--- src/rtl/unified_mem_arbiter.sv ---
`default_nettype none
// ============================================================================
//  Module      : unified_mem_arbiter
//  Description : Shares one single-port synchronous RAM between the
//                instruction-fetch and data ports. Data has priority, and
//                instruction starvation is bounded.
//  Revision    : 1.0 - initial release
// ============================================================================
module unified_mem_arbiter #(
    parameter int ADDR_WIDTH   = 14,
    parameter int STARVE_LIMIT = 3
) (
    input  logic                  Clk,
    input  logic                  Reset,
    input  logic                  I_req,
    input  logic [31:0]           I_addr,
    output logic                  I_gnt,
    output logic                  I_rd_valid,
    output logic [31:0]           I_rd_data,
    input  logic                  D_req,
    input  logic                  D_wr_en,
    input  logic [31:0]           D_addr,
    input  logic [3:0]            D_wr_byte_en,
    input  logic [31:0]           D_wr_data,
    output logic                  D_gnt,
    output logic                  D_rd_valid,
    output logic [31:0]           D_rd_data,
    output logic                  Bus_err,
    output logic                  MEM_en,
    output logic                  MEM_wr_en,
    output logic [ADDR_WIDTH-1:0] MEM_addr,
    output logic [3:0]            MEM_wr_byte_en,
    output logic [31:0]           MEM_wr_data,
    input  logic [31:0]           MEM_rd_data
);

    typedef enum logic [1:0] {
        OWN_NONE = 2'd0,
        OWN_I    = 2'd1,
        OWN_D    = 2'd2,
        OWN_ERR  = 2'd3
    } owner_t;

    localparam logic [3:0] C_STARVE_LIMIT = 4'(STARVE_LIMIT);

    logic [3:0]  r_starve_cnt;
    owner_t      r_owner;
    logic        r_i_rd_valid;
    logic        r_d_rd_valid;
    logic [31:0] r_i_rd_data;
    logic [31:0] r_d_rd_data;

    logic        w_starve_hit;
    logic        w_i_gnt;
    logic        w_d_gnt;
    logic        w_any_gnt;
    logic        w_oor;
    logic [31:0] w_addr;
    logic [31:0] w_i_rd_word;
    logic [31:0] w_d_rd_word;
    logic [1:0]  w_unused_addr_lsbs;

    always_comb begin
        w_starve_hit = (r_starve_cnt == C_STARVE_LIMIT);
        w_d_gnt      = !Reset && D_req && !(I_req && w_starve_hit);
        w_i_gnt      = !Reset && I_req && !w_d_gnt;
        w_any_gnt    = w_i_gnt || w_d_gnt;
        w_addr       = w_d_gnt ? D_addr : I_addr;
    end

    // Byte offset is irrelevant to a word RAM; lanes are chosen by byte enables.
    assign w_unused_addr_lsbs = w_addr[1:0];

    generate
        if (ADDR_WIDTH < 30) begin : g_range_chk
            assign w_oor = |w_addr[31:ADDR_WIDTH+2];
        end else begin : g_full_range
            assign w_oor = 1'b0;
        end
    endgenerate

    assign I_gnt          = w_i_gnt;
    assign D_gnt          = w_d_gnt;
    assign MEM_en         = w_any_gnt && !w_oor;
    assign MEM_wr_en      = w_d_gnt && D_wr_en && !w_oor;
    assign MEM_wr_byte_en = MEM_wr_en ? D_wr_byte_en : 4'b0000;
    assign MEM_wr_data    = D_wr_data;
    assign MEM_addr       = w_addr[ADDR_WIDTH+1:2];

    always_ff @(posedge Clk) begin
        if (Reset) begin
            r_starve_cnt <= 4'd0;
            r_owner      <= OWN_NONE;
            r_i_rd_valid <= 1'b0;
            r_d_rd_valid <= 1'b0;
            r_i_rd_data  <= 32'd0;
            r_d_rd_data  <= 32'd0;
        end else begin
            if (I_req && !w_i_gnt) begin
                r_starve_cnt <= w_starve_hit ? r_starve_cnt : r_starve_cnt + 4'd1;
            end else begin
                r_starve_cnt <= 4'd0;
            end

            r_i_rd_valid <= w_i_gnt;
            r_d_rd_valid <= w_d_gnt && !D_wr_en;

            if (w_any_gnt && w_oor) begin
                r_owner <= OWN_ERR;
            end else if (w_i_gnt) begin
                r_owner <= OWN_I;
            end else if (w_d_gnt && !D_wr_en) begin
                r_owner <= OWN_D;
            end else begin
                r_owner <= OWN_NONE;
            end

            // Capture the returned word so each port holds it until its next read.
            if (r_i_rd_valid) begin
                r_i_rd_data <= w_i_rd_word;
            end
            if (r_d_rd_valid) begin
                r_d_rd_data <= w_d_rd_word;
            end
        end
    end

    // An errored read returns zero instead of whatever the RAM last drove.
    assign w_i_rd_word = (r_owner == OWN_I) ? MEM_rd_data : 32'd0;
    assign w_d_rd_word = (r_owner == OWN_D) ? MEM_rd_data : 32'd0;

    // Reset masks the return strobes so an in-flight read never surfaces.
    assign I_rd_valid = r_i_rd_valid && !Reset;
    assign D_rd_valid = r_d_rd_valid && !Reset;
    assign Bus_err    = (r_owner == OWN_ERR) && !Reset;
    assign I_rd_data  = I_rd_valid ? w_i_rd_word : r_i_rd_data;
    assign D_rd_data  = D_rd_valid ? w_d_rd_word : r_d_rd_data;

endmodule
`default_nettype wire

--- config.mk ---
export PLATFORM = sky130hd
export DESIGN_NAME = unified_mem_arbiter
export DESIGN_NICKNAME = d
export VERILOG_FILES = /design/src/rtl/unified_mem_arbiter.sv
export SDC_FILE = /design/constraint.sdc
export NUM_CORES = 1
export LEC_CHECK = 0
export CORE_ASPECT_RATIO = 1.1
export CORE_MARGIN = 1
export CORE_UTILIZATION = 35
export DETAILED_ROUTE_END_ITERATION = 7
export PLACE_DENSITY = 0.93
export SLEW_MARGIN = 10
export SYNTH_ARGS = -nofsm -noshare
export SYNTH_HDL_FRONTEND = slang
export SYNTH_SLANG_ARGS = --single-unit
--- constraint.sdc ---
create_clock -name Clk -period 1.6 [get_ports Clk]
set_input_delay 0.16 -clock Clk [delete_from_list [all_inputs] [get_ports Clk]]
set_output_delay 0.16 -clock Clk [all_outputs]
set_load 0.02 [all_outputs]
==> metrics.cfg <==
[floorplan]
num_io_pins=258
start_util=0.367
num_rows=37
core_sq_um=9540
die_x_um=97.4
die-area_sq_um=10400
dieHeight_um=107

[route]
routed_wl_mm=14.8
ant_nets=0
drc_errors=0
wl_per_cell_um=20.9
num_vias=3948
via_per_inst=5.58
dr.first_iter.drc_count=181
drt_pass1_iterations=5

[grt]
grt_pass1_wl_mm=21.9
grt_start_max_net_pins=34
grt_overflow_total=0
antenna_found_initial=0
groute.usage.overall=0.268
grt_pass1_vias=4160

[sta]
rsz0062_at_grt=yes
max_slew_margin=0.726
setup_viol=88
min_period_ps=1920
min_period_over_period=1.20
slew_violations=0
clock_skew_ps=3.52
worstMarginPinSlew_ps=411
fmax_ghz=0.520
layout_setup_ws_ps=-322
final-hold-violation-count=0

[layout]
mostFrequentLayoutCells=a22o_1 (128), clkdlybuf4s50_1 (96), buf_6 (92)
nets=725
syn_to_final_growth_pct=89.6
diodes=0
fin_cells=708
nFillCells=693
drive_gt1_frac=0.386
final_common_cell=a22o_1

[placement]
dp_cells=660
io_buffers=189
gp_congestion=0.857
dpl.hpwl_mm=9.33

[power_and_ir_drop]
powerDensity_nw_per_um2=594
power_uw=3950
p_leak_uw=0.00295
peakVddDrop_mv=0.476

[logic_synthesis]
yosysSeqAreaShare=0.411
syn_inst=358
syn-cell-area_sq_um=3500
ys_seq_elements=72
synth.distinct_cells=31
syn_avg_cell_area_sq_um=9.79
synth_nets=496
synth_warnings=0

[outcome]
violations=negative setup slack
status=finished, violations left

[clock_network]
htree_num_levels=3
clk-insertion-delay-late_ps=340
hold_buffers=0
cts_tree=yes
cts.sinks=72
cts_root_buf=clkbuf_8
clock_path_buffers=2
cts.clk_slew.worst_paths_ps=70
cts_buffers=9

[run]
drv_cap=0

[critical_path]
crit_arrival_ps=1760
r2r_start=r_owner[0]
worstSetupPathType=reg -> out
critPathLaunchType=register
path_max_fanout=6
ff2ff_path_depth=7
crit_path_end_kind=primary output
worstPathRequired_ps=1440
startpoint=r_starve_cnt[1]

[hold_path]
hp-class=in -> out
hp-start=D_wr_data[24]
holdPathStages=0

[area by class of cell]
type | instances | area (sq um) | area share
clock buffers | 9 | 124 | 0.0186
clock inverters | 6 | 37.5 | 0.00565
inverters | 3 | 23.8 | 0.00358
multi-input cells | 220 | 1790 | 0.269
flip-flops and latches | 72 | 1450 | 0.218
well taps | 117 | 146 | 0.0220
repair buffers | 281 | 3070 | 0.462
[logic make-up after synthesis]
kind of cell | Yosys count | share of synthesized area
AOI/OAI and AO/OA | 132 | 0.328
xor gates and xnor gates | 2 | 0.00500
adders and majority gates | 1 | 0.00357
buffers and inverters | 66 | 0.122
DFF | 72 | 0.411
muxes | 1 | 0.00286
and+or+nand+nor | 84 | 0.127
[synth_stat cells, drive strengths merged]
cell type,instances,share of area
nand4bb,1,0.0046
xor2,2,0.0050
or3,1,0.0032
nand4,1,0.0018
nand2b,3,0.0054
clkbuf,12,0.013
nor2b,1,0.0018
nor4,8,0.014
and2,4,0.0071
nand3,2,0.0029
a21oi,2,0.0039
mux2i,1,0.0029
or2b,1,0.0021
a22o,128,0.32
nor2,6,0.0064
inv,3,0.0032
a22oi,1,0.0021
buf,51,0.11
nor3b,5,0.014
o21bai,1,0.0021
nand2,45,0.048
ha,1,0.0036
nand3b,3,0.010
dfxtp,72,0.41
nor3,3,0.0057
[worst max-delay path, cell delays in order, from the launching register on]
cell and delay [ps]:
dfxtp_2 350, ha_4 170, nand4bb_4 110, nand3b_4 120
buf_6 140, nor3_4 240, and2_4 200, buf_6 110
[registers in the layout (all words and copies together), names as in the netlist]
name and flops:
r_d_rd_data 32, r_d_rd_valid 1, r_i_rd_data 32, r_i_rd_valid 1, r_owner 2, r_starve_cnt 4
[worst paths after layout]
path | endpoint | slack [ps]
max | MEM_wr_byte_en[1] | -320
min | MEM_wr_data[24] | 320
max reg2reg | r_i_rd_data[16] | -20
min reg2reg | r_i_rd_data[31] | 490
[stage by stage]
step                      hold slack [ps]  worst slack, ps  area, sq um  utilization  TNS [ps]
after floorplan                       237             1.74         3520            -         0
after global routing                  320             -423         6640        0.697    -21250
final                                 320             -322         6640        0.697    -14940
after CTS                             320             -336         6560        0.687    -14580
after global placement                320             -858         5660        0.593    -60720
after detailed placement              320             -867         5660        0.593    -62810
[routing by layer]
| metal | up-vias | wire, um | share of wire | track usage |
|---|---|---|---|---|
| met5 | - | 0 | 0 | 0 |
| met4 | 0 | 467 | 0.032 | 0.0987 |
| met3 | 35 | 1060 | 0.072 | 0.0730 |
| met2 | 231 | 8060 | 0.55 | 0.512 |
| met1 | 1902 | 5200 | 0.35 | 0.278 |
| li1 | 1780 | - | - | - |
[power breakdown]
group          switching, uW  internal [uW]  total (uW)  leakage, uW
combinational            368            509         878      0.00228
sequential              18.4           1820        1830     0.000584
clock                    689            545        1230    0.0000769
[what timing repair did]
action                                  in CTS  in global routing
pin swaps                                   17                 28
buffers inserted                            22                  6
gates cloned                                10                  2
endpoints found under the setup margin      89                104
resized for setup                          560                 27
No activity file was read; power rests on OpenSTA's default activity.
